**src/rtl/lc3b_mem_pkg.sv**
```systemverilog
// Shared encodings for the LC-3b MAR/MDR memory controller: FSM states,
// access type/size codes, byte-lane write-enable patterns.
package lc3b_mem_pkg;

  typedef enum logic [1:0] {
    ST_IDLE   = 2'd0,
    ST_ACCESS = 2'd1,
    ST_DONE   = 2'd2
  } mem_state_e;

  localparam logic R_W_READ  = 1'b0;
  localparam logic R_W_WRITE = 1'b1;
  localparam logic SIZE_BYTE = 1'b0;
  localparam logic SIZE_WORD = 1'b1;

  localparam logic [1:0] WE_NONE = 2'b00;
  localparam logic [1:0] WE_LO   = 2'b01;
  localparam logic [1:0] WE_HI   = 2'b10;
  localparam logic [1:0] WE_BOTH = 2'b11;

  // Byte-lane enables {hi, lo}; a byte store picks its lane from address bit 0.
  function automatic logic [1:0] lane_we(input logic rw, input logic size, input logic a0);
    logic [1:0] we;
    if (rw == R_W_READ) begin
      we = WE_NONE;
    end else if (size == SIZE_WORD) begin
      we = WE_BOTH;
    end else if (a0) begin
      we = WE_HI;
    end else begin
      we = WE_LO;
    end
    return we;
  endfunction

endpackage

```
**src/rtl/lc3b_mem_watchdog.sv**
```systemverilog
// ACCESS-phase cycle counter for the memory controller; expire is asserted
// combinationally on the enabled cycle that would bring the count to LIMIT.
module lc3b_mem_watchdog #(
  parameter int LIMIT = 15
) (
  input  logic clk,
  input  logic reset,
  input  logic clear,
  input  logic enable,
  output logic expire
);

  localparam int CW = $clog2(LIMIT + 1);

  logic [CW-1:0] count_r;

  // Count stalled ACCESS cycles; cleared on entry to a new access.
  always_ff @(posedge clk or posedge reset) begin
    if (reset) begin
      count_r <= '0;
    end else if (clear) begin
      count_r <= '0;
    end else if (enable) begin
      count_r <= count_r + CW'(1);
    end else begin
      count_r <= count_r;
    end
  end

  assign expire = enable && (count_r == CW'(LIMIT - 1));

endmodule

```
**src/rtl/lc3b_mar_mdr_ctrl.sv**
```systemverilog
// LC-3b MAR/MDR owner and memory handshake FSM (IDLE -> ACCESS -> DONE).
// Optional access watchdog enabled with `define LC3B_MEM_TIMEOUT_EN.
module lc3b_mar_mdr_ctrl
  import lc3b_mem_pkg::*;
#(
  parameter int ADDR_W         = 16,
  parameter int DATA_W         = 16,
  parameter int TIMEOUT_CYCLES = 15
) (
  input  logic              clk,
  input  logic              reset,
  input  logic [DATA_W-1:0] bus,
  input  logic              ld_mar,
  input  logic              ld_mdr,
  input  logic              mio_en,
  input  logic              r_w,
  input  logic              data_size,
  output logic [ADDR_W-1:0] mar,
  output logic [DATA_W-1:0] mdr,
  output logic              mem_en,
  output logic [1:0]        mem_we,
  output logic [DATA_W-1:0] mem_wdata,
  input  logic [DATA_W-1:0] mem_rdata,
  input  logic              mem_ready,
  output logic              r,
  output logic              unaligned,
  output logic              timeout
);

  mem_state_e        state_r, next_state_s;
  logic              rw_r;
  logic [ADDR_W-1:0] mar_r;
  logic [DATA_W-1:0] mdr_r;
  logic              mem_en_r;
  logic [1:0]        mem_we_r, we_next_s;
  logic              r_r, unaligned_r, timeout_r;
  logic              start_s, unaligned_s, timeout_s, rd_cap_s;
  logic              wd_expire_s;

`ifdef LC3B_MEM_TIMEOUT_EN
  logic wd_enable_s;

  assign wd_enable_s = (state_r == ST_ACCESS) && !mem_ready;

  lc3b_mem_watchdog #(
    .LIMIT (TIMEOUT_CYCLES)
  ) u_watchdog (
    .clk    (clk),
    .reset  (reset),
    .clear  (start_s),
    .enable (wd_enable_s),
    .expire (wd_expire_s)
  );
`else
  logic [31:0] unused_timeout_cycles;

  assign unused_timeout_cycles = 32'(TIMEOUT_CYCLES);
  assign wd_expire_s           = 1'b0;
`endif

  // Next-state and per-transition event decode.
  always_comb begin
    next_state_s = state_r;
    start_s      = 1'b0;
    unaligned_s  = 1'b0;
    timeout_s    = 1'b0;
    rd_cap_s     = 1'b0;
    case (state_r)
      ST_IDLE: begin
        if (mio_en) begin
          start_s = 1'b1;
          if ((data_size == SIZE_WORD) && mar_r[0]) begin
            next_state_s = ST_DONE;
            unaligned_s  = 1'b1;
          end else begin
            next_state_s = ST_ACCESS;
          end
        end else begin
          next_state_s = ST_IDLE;
        end
      end
      ST_ACCESS: begin
        if (mem_ready) begin
          next_state_s = ST_DONE;
          rd_cap_s     = (rw_r == R_W_READ) && ld_mdr;
        end else if (wd_expire_s) begin
          next_state_s = ST_DONE;
          timeout_s    = 1'b1;
        end else begin
          next_state_s = ST_ACCESS;
        end
      end
      ST_DONE: begin
        next_state_s = ST_IDLE;
      end
      default: begin
        next_state_s = ST_IDLE;
      end
    endcase
  end

  // Lane enables are fixed at request time and held for the whole access.
  always_comb begin
    if (state_r == ST_IDLE) begin
      we_next_s = lane_we(r_w, data_size, mar_r[0]);
    end else begin
      we_next_s = mem_we_r;
    end
  end

  // FSM state, latched direction and registered handshake outputs.
  always_ff @(posedge clk or posedge reset) begin
    if (reset) begin
      state_r     <= ST_IDLE;
      rw_r        <= R_W_READ;
      mem_en_r    <= 1'b0;
      mem_we_r    <= WE_NONE;
      r_r         <= 1'b0;
      unaligned_r <= 1'b0;
      timeout_r   <= 1'b0;
    end else begin
      state_r     <= next_state_s;
      rw_r        <= start_s ? r_w : rw_r;
      mem_en_r    <= (next_state_s == ST_ACCESS);
      mem_we_r    <= (next_state_s == ST_ACCESS) ? we_next_s : WE_NONE;
      r_r         <= (next_state_s == ST_DONE);
      unaligned_r <= unaligned_s;
      timeout_r   <= timeout_s;
    end
  end

  // MAR only moves in IDLE so the address is stable for the whole access.
  always_ff @(posedge clk or posedge reset) begin
    if (reset) begin
      mar_r <= '0;
    end else if (ld_mar && (state_r == ST_IDLE)) begin
      mar_r <= bus[ADDR_W-1:0];
    end else begin
      mar_r <= mar_r;
    end
  end

  // MDR: memory capture on read completion, else bus load (byte replicated).
  always_ff @(posedge clk or posedge reset) begin
    if (reset) begin
      mdr_r <= '0;
    end else if (rd_cap_s) begin
      mdr_r <= mem_rdata;
    end else if (ld_mdr && !mio_en) begin
      if (data_size == SIZE_WORD) begin
        mdr_r <= bus;
      end else begin
        mdr_r <= {bus[7:0], bus[7:0]};
      end
    end else begin
      mdr_r <= mdr_r;
    end
  end

  assign mar       = mar_r;
  assign mdr       = mdr_r;
  assign mem_en    = mem_en_r;
  assign mem_we    = mem_we_r;
  assign mem_wdata = mdr_r;
  assign r         = r_r;
  assign unaligned = unaligned_r;
  assign timeout   = timeout_r;

endmodule

```
**config.mk**
```make
export PLATFORM = sky130hd
export DESIGN_NAME = lc3b_mar_mdr_ctrl
export DESIGN_NICKNAME = d
export VERILOG_FILES = /design/src/rtl/lc3b_mem_pkg.sv /design/src/rtl/lc3b_mem_watchdog.sv /design/src/rtl/lc3b_mar_mdr_ctrl.sv
export SDC_FILE = /design/constraint.sdc
export NUM_CORES = 1
export LEC_CHECK = 0
export CORE_AREA = 2 2 80 82
export DETAILED_ROUTE_END_ITERATION = 8
export DIE_AREA = 0 0 82 84
export GPL_TIMING_DRIVEN = 0
export PLACE_DENSITY = 0.68
export RECOVER_POWER = 25
export SLEW_MARGIN = 30
export SYNTH_ARGS = -nofsm -noshare
export SYNTH_HDL_FRONTEND = slang
export SYNTH_SLANG_ARGS = --single-unit
```
**constraint.sdc**
```tcl
create_clock -name clk -period 4.2 [get_ports clk]
set_clock_uncertainty 0.1 [all_clocks]
set_input_delay 0.84 -clock clk [delete_from_list [all_inputs] [get_ports clk]]
set_output_delay 0.84 -clock clk [all_outputs]
set_load 0.02 [all_outputs]
```
==> reports/metrics.cfg <==
[run_status]
status=complete, no violations

[synthesis]
syn_inst=149
yosysUniqueCellTypes=23
avgSynthCellArea_um2=13.8
synth.yosys.warnings=0
syn_area_um2=2060
ys_seq_area_share_pct=48.5
syn_nets=189
synth-seq-cells=40

[power]
internal-power_w=0.00131
p_sw_w=0.000713
seqPwrFrac_pct=31.6
p_leak_nw=1.38
powerDensity_nw_per_um2=636
power_w=0.00202
ir_drop_mv=0.256
swShare_pct=35.3
comb_power_share_pct=54.7
clkPwrFrac_pct=13.7

[route]
drtAntennaViolNets=0
vias=1480
drt-total-wl_mm=4.94
viasPerCell=4.54
wl_per_cell_um=15.2
drc=0
firstDrtPassIters=4
drt_iter0_markers=71

[timing]
fin_tns_setup_ps=0
rsz0062_at_grt=false
hold_violations=0
setup_violations=0
tightest_slew_ps=1100
max_freq_ghz=0.367
min_period_ps=2720
setup_ws_ps=1480
finalCritPeriodShare_pct=64.8
max_slew_margin_pct=26.5
hold_ws_ps=384
drv_slew=0

[worst_setup_path]
crit_path_end_kind=async pin
crit_type=primary input to async pin
cp.required_ps=4350
worstPathMaxFanout=21
r2r_cells=6
startpoint_type=primary input
cp.arrival_ps=2870

[global_route]
grt_overflow=0
grt_pass1_vias=1575
grt_first_pass_wirelength_mm=7.84
grt_max_degree=22
antenna_found_initial=0
grt_usage_pct=15.3

[floorplanning]
fp.coreArea_um2=6100
start_util_pct=33.8
die_height_um=84
fp-row-count=29
dieArea_um2=6890
io_pins=94
die_w_um=82

[placement]
place_hpwl_mm=3.69
gp_congestion=0.734
port_buffers=92
pre_cts_slack_ps=1500

[hold_path]
hold-path-cell-count=1
hold_path.class=flip-flop to flip-flop

[cts]
h-tree-depth=2
clk_latency_ps=290
cts_root_buffer=clkbuf_8
cts_tree=built
post-cts-setup-buffers=0
postCtsHoldBufs=0
clk_pin_slew_ps=70
numCtsBuffers=5
cts.sinks=40
clock_path_buffers=2
cts_resized=0

[layout]
syn_to_final_growth_pct=54.2
drive_gt1_share_pct=30.5
nFillCells=547
diodes=0
nNetsFinal=289
register_area_um2=1000
multi_input_area_um2=867

[run]
maxCapViolCount=0

## power groups by stage
stage          Combinational [W]  Clock, W  Sequential (W)
2_1_floorplan           0.000450         0        0.000813
3_3_place_gp             0.00111         0        0.000639
3_5_place_dp             0.00112         0        0.000648
4_1_cts                  0.00112  0.000290        0.000641
5_1_grt                  0.00118  0.000302        0.000662
6_report                 0.00111  0.000277        0.000639
## cell type report
type                            count  area share (%)
Sequential cell                    40            31.5
Timing Repair Buffer               93            29.1
Multi-Input combinational cell     83            27.3
Buffer                             25            5.98
Clock buffer                        7            3.03
Tap cell                           77            3.03
Inverter                            1           0.118
## cell families after synthesis
family	after synthesis	share of synthesized area (%)
muxes	57	34.4
and+or+nand+nor	20	5.82
buffers and inverters	26	9.41
AOI/OAI and AO/OA	5	1.64
DFF	40	48.5
other	1	0.182
## cell usage in the layout (no fill, tap or decap), types with 2 or more instances in the layout
master           instances
buf_2                    2
buf_4                   21
buf_6                    2
clkbuf_8                 7
clkdlybuf4s50_1         91
dfrtp_1                 40
mux2_1                  15
mux2_2                  24
mux2_4                  18
nand2_1                  4
nand2b_1                 2
nor2_1                   6
nor2b_1                  3
## worst paths after layout
path	startpoint	endpoint	slack (ps)
max in group clk	ld_mdr	mdr[14]	1830
setup reg to reg	state_r[1]	mar[1]	2450
hold reg to reg	mar[15]	mar[15]	380
min in group asynchronous	reset	r	1050
setup / recovery	reset	mar[15]	1480
hold / removal	mar[15]	mar[15]	380
## layer usage
layer | up-vias | GRT usage, % | wire length (um)
met5 | - | 0 | 0
met4 | 0 | 5.30 | 72
met3 | 6 | 5.19 | 376
met2 | 64 | 24.1 | 2310
met1 | 708 | 19.2 | 2180
li1 | 702 | - | -
## state kept, by name, indices dropped and copies added, names as in the netlist
name       flops
rw_r           1
mar           16
r              1
mem_we         2
state_r        2
mdr           16
unaligned      1
mem_en         1
## synthesized netlist by cell type, drive strengths merged
library cell  number  area share (%)
nor3               1            0.24
a32oi              1            0.42
a21oi              1            0.24
nor2               7             1.6
buf               25             9.2
mux2              57              34
nand2b             2            0.61
nand3b             1            0.36
o21ai              1            0.24
o21a               1            0.36
conb               1            0.18
nand2              4            0.73
nand4              1             1.0
inv                1            0.18
dfrtp             40              49
a211oi             1            0.36
and2               1            0.30
nor2b              3            0.91
## critical path, cell delays in order
cell	delay [ps]
dlygate4sd3_1	530
inv_1	600
clkbuf_1	880
## through the flow
stage          utilization [%]  instance area [um2]  std cells
2_1_floorplan                -                 2060        149
3_3_place_gp              50.5                 3080        318
3_5_place_dp              51.0                 3110        319
4_1_cts                   52.5                 3200        326
5_1_grt                   52.2                 3180        326
6_report                  52.2                 3180        326
Power figures use the tool's default switching activity.
